===== src/rtl/tx_hs_multilane_fsm.sv =====
// Multi-lane D-PHY HS transmit sequencer: ZERO -> SYNC -> DATA -> TRAIL per burst,
// with valid/ready payload prefetch, end-of-burst lane masking and underrun flagging.
module tx_hs_multilane_fsm #(
    parameter int         NUM_LANES   = 2,
    parameter int         ZERO_CNT_W  = 8,
    parameter int         TRAIL_CNT_W = 8,
    parameter logic [7:0] SYNC_BYTE   = 8'h1D,
    parameter int         SYNC_BEATS  = 1
) (
    input  logic                     TX_DDR_clk,
    input  logic                     TX_rst,
    input  logic                     Enable,
    input  logic                     TX_REQUEST_HS,
    input  logic [ZERO_CNT_W-1:0]    cfg_t_hs_zero,
    input  logic [TRAIL_CNT_W-1:0]   cfg_t_hs_trail,
    input  logic                     TX_VALID,
    input  logic [8*NUM_LANES-1:0]   TX_BYTE_DATA,
    input  logic                     TX_HS_END_DATA,
    input  logic [NUM_LANES-1:0]     TX_LAST_KEEP,
    output logic [2:0]               TX_HS_STATE,
    output logic [8*NUM_LANES-1:0]   TX_BYTE_DATA_FSM,
    output logic [NUM_LANES-1:0]     TX_BYTE_DATA_VALID,
    output logic                     TX_HS_READY,
    output logic                     TX_HS_ACTIVE,
    output logic                     TX_UNDERRUN
);

    localparam int CNT_W0 = (ZERO_CNT_W > TRAIL_CNT_W) ? ZERO_CNT_W : TRAIL_CNT_W;
    localparam int CNT_W  = (CNT_W0 < 3) ? 3 : CNT_W0;

    typedef enum logic [2:0] {
        ST_STOP  = 3'd0,
        ST_ZERO  = 3'd1,
        ST_SYNC  = 3'd2,
        ST_DATA  = 3'd3,
        ST_TRAIL = 3'd4
    } state_e;

    state_e                   state_q, state_d;
    logic [CNT_W-1:0]         cnt_q, cnt_d, cnt_inc;
    logic [ZERO_CNT_W-1:0]    zero_len_q, zero_len_d;
    logic [TRAIL_CNT_W-1:0]   trail_len_q, trail_len_d;
    logic                     end_seen_q, end_seen_d;
    logic                     underrun_q, underrun_d;
    logic [NUM_LANES-1:0]     last_bit_q, last_bit_d;
    logic [8*NUM_LANES-1:0]   data_q, data_d;
    logic [NUM_LANES-1:0]     valid_q, valid_d;
    logic                     active_q, active_d;

    logic zero_done, sync_done, trail_done, ready, accept, end_beat;

    // Trail level is the inverse of the final bit on the wire (bit7, LSB-first).
    function automatic logic [7:0] trail_byte(input logic last_bit);
        return last_bit ? 8'h00 : 8'hFF;
    endfunction

    assign cnt_inc    = (cnt_q == {CNT_W{1'b1}}) ? cnt_q : cnt_q + CNT_W'(1);
    assign zero_done  = (cnt_q == CNT_W'(zero_len_q) - CNT_W'(1));
    assign sync_done  = (cnt_q == CNT_W'(SYNC_BEATS - 1));
    assign trail_done = (cnt_q == CNT_W'(trail_len_q) - CNT_W'(1));
    assign ready      = ((state_q == ST_SYNC) && sync_done) ||
                        ((state_q == ST_DATA) && !end_seen_q);
    assign accept     = TX_VALID && ready;
    assign end_beat   = accept && TX_HS_END_DATA;

    always_ff @(posedge TX_DDR_clk) begin
        if (TX_rst) begin
            state_q     <= ST_STOP;
            cnt_q       <= '0;
            zero_len_q  <= '0;
            trail_len_q <= '0;
            end_seen_q  <= 1'b0;
            underrun_q  <= 1'b0;
            last_bit_q  <= '0;
            data_q      <= '0;
            valid_q     <= '0;
            active_q    <= 1'b0;
        end else begin
            state_q     <= state_d;
            cnt_q       <= cnt_d;
            zero_len_q  <= zero_len_d;
            trail_len_q <= trail_len_d;
            end_seen_q  <= end_seen_d;
            underrun_q  <= underrun_d;
            last_bit_q  <= last_bit_d;
            data_q      <= data_d;
            valid_q     <= valid_d;
            active_q    <= active_d;
        end
    end

    always_comb begin
        state_d     = state_q;
        cnt_d       = cnt_q;
        zero_len_d  = zero_len_q;
        trail_len_d = trail_len_q;
        end_seen_d  = end_seen_q;
        underrun_d  = underrun_q;
        last_bit_d  = last_bit_q;
        if (!Enable) begin
            state_d    = ST_STOP;
            cnt_d      = '0;
            end_seen_d = 1'b0;
        end else begin
            case (state_q)
                ST_STOP: begin
                    if (TX_REQUEST_HS) begin
                        state_d     = ST_ZERO;
                        cnt_d       = '0;
                        zero_len_d  = (cfg_t_hs_zero == '0) ? ZERO_CNT_W'(1) : cfg_t_hs_zero;
                        trail_len_d = (cfg_t_hs_trail == '0) ? TRAIL_CNT_W'(1) : cfg_t_hs_trail;
                        underrun_d  = 1'b0;
                        end_seen_d  = 1'b0;
                        last_bit_d  = {NUM_LANES{SYNC_BYTE[7]}};
                    end
                end
                ST_ZERO: begin
                    if (zero_done) begin
                        state_d = ST_SYNC;
                        cnt_d   = '0;
                    end else begin
                        cnt_d = cnt_inc;
                    end
                end
                ST_SYNC: begin
                    if (sync_done) begin
                        state_d = ST_DATA;
                        cnt_d   = '0;
                    end else begin
                        cnt_d = cnt_inc;
                    end
                end
                ST_DATA: begin
                    if (end_seen_q) begin
                        state_d    = ST_TRAIL;
                        cnt_d      = '0;
                        end_seen_d = 1'b0;
                    end
                end
                ST_TRAIL: begin
                    if (trail_done) begin
                        state_d = ST_STOP;
                        cnt_d   = '0;
                    end else begin
                        cnt_d = cnt_inc;
                    end
                end
                default: begin
                    state_d = ST_STOP;
                    cnt_d   = '0;
                end
            endcase
            // Masked lanes on the END beat keep the bit history of their previous byte.
            if (accept) begin
                if (end_beat) end_seen_d = 1'b1;
                for (int i = 0; i < NUM_LANES; i++) begin
                    if (!end_beat || TX_LAST_KEEP[i]) last_bit_d[i] = TX_BYTE_DATA[8*i+7];
                end
            end else if (ready) begin
                underrun_d = 1'b1;
            end
        end
    end

    always_comb begin
        data_d   = '0;
        valid_d  = '0;
        active_d = (state_d != ST_STOP);
        case (state_d)
            ST_ZERO: valid_d = '1;
            ST_SYNC: begin
                data_d  = {NUM_LANES{SYNC_BYTE}};
                valid_d = '1;
            end
            ST_DATA: begin
                if (accept) begin
                    valid_d = '1;
                    for (int i = 0; i < NUM_LANES; i++) begin
                        data_d[8*i +: 8] = (end_beat && !TX_LAST_KEEP[i]) ?
                                           trail_byte(last_bit_q[i]) : TX_BYTE_DATA[8*i +: 8];
                    end
                end
            end
            ST_TRAIL: begin
                valid_d = '1;
                for (int i = 0; i < NUM_LANES; i++) data_d[8*i +: 8] = trail_byte(last_bit_q[i]);
            end
            default: ;
        endcase
    end

    assign TX_HS_STATE        = state_q;
    assign TX_BYTE_DATA_FSM   = data_q;
    assign TX_BYTE_DATA_VALID = valid_q;
    assign TX_HS_READY        = ready;
    assign TX_HS_ACTIVE       = active_q;
    assign TX_UNDERRUN        = underrun_q;

endmodule


===== config.mk =====
export PLATFORM = sky130hd
export DESIGN_NAME = tx_hs_multilane_fsm
export DESIGN_NICKNAME = d
export VERILOG_FILES = /design/src/rtl/tx_hs_multilane_fsm.sv
export SDC_FILE = /design/constraint.sdc
export NUM_CORES = 1
export LEC_CHECK = 0
export BUFFER_PORTS_ARGS = -buffer_cell sky130_fd_sc_hd__buf_2
export CAP_MARGIN = 5
export CORE_ASPECT_RATIO = 0.7
export CORE_UTILIZATION = 50
export DETAILED_ROUTE_END_ITERATION = 7
export HOLD_SLACK_MARGIN = 0.15
export PLACE_DENSITY_LB_ADDON = 0.15
export SLEW_MARGIN = 40
export SYNTH_ARGS = -nofsm -noshare
export SYNTH_HDL_FRONTEND = slang
export SYNTH_SLANG_ARGS = --single-unit

===== constraint.sdc =====
create_clock -name TX_DDR_clk -period 5.4 [get_ports TX_DDR_clk]
set_input_delay 0.27 -clock TX_DDR_clk [delete_from_list [all_inputs] [get_ports TX_DDR_clk]]
set_output_delay 0.27 -clock TX_DDR_clk [all_outputs]
set_load 0.005 [all_outputs]

Yosys cells after proc, flatten, opt, wreduce, memory -nomap -nowiden:

Cells that the tools add are included.

* output and inout bits: 24
* input bits: 40
* word-level logic and storage cells: 86
* register bits: 50

* bitwise logic cells: 1
* equal/unequal tests: 13
* mux-type cells: 37
* reduce and logical (&&, ||, !) cells: 22
* add/subtract/negate cells: 3

Operators by type and width (number)
* $mux W8: 12
* $pmux W16 S3: 1
* $pmux W8 S5: 1
* $logic_not A8 Y1: 3
* $mux W3: 6
* $eq A8 B8 Y1: 2
* $mux W16: 1
* $sub A8 B1 Y8 const B: 2
* $pmux W3 S5: 1
* $eq A3 B2 Y1 const B: 4
* $mux W1: 9
* $add A8 B1 Y8 const B: 1
* $eq A8 B8 Y1 const B: 1
* $mux W2: 4
* $eq A3 B1 Y1 const B: 2
* $eq A3 B3 Y1 const B: 2
* $logic_and A1 B1 Y1: 6
* $logic_not A1 Y1: 4
* $ne A2 B2 Y1 const B: 2
* $pmux W2 S2: 1
* $logic_not A3 Y1: 1
* $logic_or A1 B1 Y1: 3
* $reduce_and A3 Y1: 1
* $reduce_bool A3 Y1: 1
* 5 further kinds: 5

Depth between registers and ports, before layout:

* depth in word-level cells: 9
* mapped depth: 11
* gate-level depth less buffers: 9

Worst setup path before layout:

No wires, ideal clock.

* kind: register -> register
* start: register cnt_q[0]
* end: register data_q[15], in the netlist TX_BYTE_DATA_FSM[15]
* clock period less this slack: 2.320 ns
* setup slack: 3.080 ns
* stages on the path, launching flop included: 10
* path buffers: 0
* required time: 5.330 ns
* arrival: 2.251 ns
* setup time: 0.070 ns
* cell sequence: dfxtp_1 -> inv_1 -> ha_1 -> or4b_1 -> o31ai_4 -> nand4b_4 -> nor2_1 -> nand2_1 -> a21o_1 -> a21oi_1

* word-level cells in the longest chain between the ends: 9
* elaborated cells on any way between the ends: 19
* classes of those cells: eq/ne: 5; mux: 8; reduce/logical: 6

RTL lines
* start: declaration: line 40 `logic [CNT_W-1:0] cnt_q, cnt_d, cnt_inc;`
* start signal: assignment: line 80 `cnt_q <= cnt_d;`
* branches (longest 8 deep; another with $eq A8 B8 Y1)
* $pmux W16 S3 *: line 169 `case (state_d)`
* end signal: assignment: line 86 `data_q <= data_d;`
* end: declaration: line 46 `logic [8*NUM_LANES-1:0] data_q, data_d;`

Every way passes the cells marked *.
A chain may end at the register's enable or synchronous reset.

Worst setup path in the final report:

* start: register zero_len_q[0]
* end: register valid_q[0], in the netlist TX_BYTE_DATA_VALID[0]

* word-level cells in the longest chain between the ends: 8
* elaborated cells on any way between the ends: 11
* classes of those cells: add/sub: 1; eq/ne: 5; mux: 4; reduce/logical: 1

RTL lines
* start: declaration: line 41 `logic [ZERO_CNT_W-1:0] zero_len_q, zero_len_d;`
* start signal: assignment: line 81 `zero_len_q <= zero_len_d;`
* $sub A8 B1 Y8 *: line 58 `assign zero_done = (cnt_q == CNT_W'(zero_len_q) - CNT_W'(1));`
* $eq A8 B8 Y1 *: line 58
* $mux W3 *: line 118 `if (zero_done) begin`
* $pmux W3 S5 *: line 105 `case (state_q)`
* $mux W3 *: line 100 `if (!Enable) begin`
* $eq A3 B3 Y1 (tied with other cells): line 169
* $reduce_or A3 Y1 (no line)
* $pmux W2 S2 *: line 169
* end signal: assignment: line 87 `valid_q <= valid_d;`
* end: declaration: line 47 `logic [NUM_LANES-1:0] valid_q, valid_d;`

Every way passes the cells marked *; elsewhere a longest branch is shown, timed or not.

==> impl_results.md <==
* Setup Fix Bufs, Post-CTS at 0
* Worst vdd ir at approximately 0.17 mV
* Full die area at 6163 um^2
* Yosys warning count at 0
* Residual DRC at 0
* Layout cells sized above 1 at 0.2238
* FFs w/ async S/R, synth at 0
* Commonest non-fill, non-tap cell in the layout: buf_2
* Clock slew at reported path FFs at about 90 ps
* Clock Skew at around 12 ps
* Worst R2R Start: zero_len_q[0]
* Critical Path Sink: TX_BYTE_DATA_VALID[0]
* Skew-Pair Late Insertion Delay at between 300 and 400 ps
* Detailed Route WL at between 6 and 7 mm
* Critical path's top delay family: simple AND/OR/NAND/NOR gates
* Core area at between 5000 and 6000 um^2
* RSZ-0062 raised after global routing: no
* Cell Rows at 22
* Worst reg2reg endpoint: TX_BYTE_DATA_VALID[0]
* Setup violators final at 0
* Post-cts resize count at 0
* Root Driver: clkbuf_8
* First-pass GRT wire length at 11.41 mm
* CP Data Required Time at around 5600 ps
* Pin slew with the least headroom to its limit at 734.8 ps
* Slew Viols, Final at 0
* Total I/O pin count at between 60 and 70
* Mapped Nets at slightly above 400
* Commonest cells after routing, fill and taps aside: 63 x buf_2, 58 x nand2_1, 49 x dfxtp_1
* Hold buffers post-CTS at 0
* Drt initial violations at about 150
* WL per Instance at 14.21 um
* Worst Path Max Fanout at 16
* Highest-delay cell along the critical path: and2_1
* Post-synth top flop: dfxtp_1
* Nets at between 400 and 500
* Power per cell area at 228.0 nW/um^2
* Detail-routed via count per cell at approximately 5.5
* Max_cap viols at 0
* Fmax at 372.5 MHz
* H-tree levels at 2
* Post-synth EDFFs at 0
* Register area share after synthesis at 0.3355
* CTS tree: yes
* Die Wd at 93.40 um
* 1st-pass router iterations at 4
* Vias in the first global route at between 2000 and 2500
* Slew margin rel. at 0.5098
* Hold_ws at between 150 and 200 ps
* Fin Setup TNS at 0 ps
* Worst Path Arrival at ~2900 ps
* Die outline height at ~66 um
* HP Class: input port to flop
* Crit path from: zero_len_q[0]
* Worst Setup Start Kind: flop
* Vias at between 2000 and 3000
* Clock buffer depth at 2
* Fin crit period at 2685 ps
* Final period util at 0.4972
* R2R setup slack at about 2700 ps
* Starting density of the core at 0.5392
* Syn avg cell area at approximately 8.1 um^2
* Yosys cell types at 61
* Final Hold Violating Endpoints at 0
* Pin count of the biggest net entering global routing at 27
* Clock sink count at a little under 50
* Cell mode on critical path: o2111ai_1
* Remaining antenna violation count at 0
* CTS buffer count at 5
* Worst-path cell chain: inv_1 -> ha_1 -> nor4b_1 -> xnor2_1 -> nor4_1 -> o2111ai_1 -> and2_1 -> o2111ai_1 -> a21o_1
* Placed Area at ~3200 um^2
* GR Util All Layers at 0.2373
* GPL Wtd Cong at between 0.8 and 0.9
* Syn Inst Count at between 300 and 400
* Reg2reg path depth at 9
* P_leak at ~1.3 nW
* PortBufs at 63
* Post-route design area at 3307 um^2
* Dpl hpwl at about 5.2 mm
* Initial antenna violation count at 0
* Crit Path Category: flop to flop
* Ant diodes at 0
* Yosys reg bits at around 50
* Status: completed
* Worst Setup End Kind: flop
* GRT overflow at 0
* Critical path buffers and inverters at 1
* Layout area overhead at 13.09%
* Critical path depth at 9
* Mapped Area at between 2000 and 3000 um^2
* CP peak stage delay at between 500 and 600 ps
[power breakdown]
part / switching [mW] / internal (mW) / leakage [nW]
Sequential: 0.0128 / 0.369 / 0.397
Combinational: 0.0528 / 0.0496 / 0.851
Clock: 0.131 / 0.139 / 0.0585
[Yosys cell counts, types with 5 or more instances]
library cell  count  area (um^2)
nor4_1            7        43.79
nand2_1          58        217.7
inv_1            11        41.29
xor2_1            7        61.31
dfxtp_1          49        980.9
a31oi_1          13        81.33
a21oi_1          26        130.1
nor2b_1          15        93.84
nand3_1           7        35.03
a21o_1            5        37.54
xnor2_1          14        122.6
nor2_1           17        63.81
nor3_1           11        55.05
nand2b_1          7        43.79
o2111ai_1         6        52.55
clkbuf_1         12        45.04
buf_6             6        67.56
o21ai_0          21        105.1
[stage by stage]
step                      setup WS (ps)  total power, mW  instances  utilization
after global routing               2474           0.7868        483       0.6098
final                              2715           0.7541        483       0.6098
after global placement             2758           0.4885        475       0.5891
after detailed placement           2737           0.4916        475       0.5891
after CTS                          2719           0.7567        483       0.6098
after floorplan                    3080           0.4635        362            -
[area by class of cell]
| cell class | count | area, um^2 |
|---|---|---|
| clock buffer | 5 | 68.82 |
| clock inverter | 3 | 43.79 |
| fill | 511 | 2116 |
| inverter | 11 | 41.29 |
| multi-input combinational | 280 | 1767 |
| sequential | 49 | 980.9 |
| tap | 72 | 90.09 |
| timing repair buffer | 63 | 315.3 |
[registers in the layout, summed over array words and instances (netlist names)]
register	flops
TX_HS_STATE	3
TX_UNDERRUN	1
trail_len_q	8
cnt_q	8
TX_BYTE_DATA_VALID	1
last_bit_q	2
end_seen_q	1
TX_HS_ACTIVE	1
TX_BYTE_DATA_FSM	16
zero_len_q	8
[worst min-delay path by stage]
stage                       from             endpoint  slack [ps]  cells past startpoint
4_1_cts          TX_BYTE_DATA[5]  TX_BYTE_DATA_FSM[5]         190                      3
6_report         TX_BYTE_DATA[1]  TX_BYTE_DATA_FSM[1]         190                      3
2_1_floorplan  cfg_t_hs_trail[2]       trail_len_q[2]         410                      2
3_5_place_dp         TX_UNDERRUN          TX_UNDERRUN         470                      2
5_1_grt          TX_BYTE_DATA[1]  TX_BYTE_DATA_FSM[1]         190                      3
3_3_place_gp      trail_len_q[7]       trail_len_q[7]         460                      2
[logic make-up (layout without fill, tap and decap cells)]
family,Yosys count,in the layout,synth area share
simple gates,156,156,0.2798
compound gates,98,98,0.2366
fa+ha+maj,4,4,0.01712
flops,49,49,0.3355
xor+xnor,22,22,0.07060
buf+inv,33,82,0.06033
[worst register-to-register path: cells and delay by family (launching register included)]
family | cells | cell delay [ps]
simple gates | 3 | 920
flops | 1 | 380
buf+inv | 1 | 110
fa+ha+maj | 1 | 250
compound gates | 3 | 750
xor+xnor | 1 | 160
[metal layers]
metal / part of all wire / wire length (um) / vias up / track usage
met1: 0.53 / 3625 / 1211 / 0.3527
met5: 0 / 0 / - / 0
met3: 0.063 / 434 / 5 / 0.04943
li1: - / - / 1381 / -
met4: 0.0058 / 40 / 0 / 0.06731
met2: 0.40 / 2765 / 76 / 0.3410
Power figures use the tool's default switching activity.
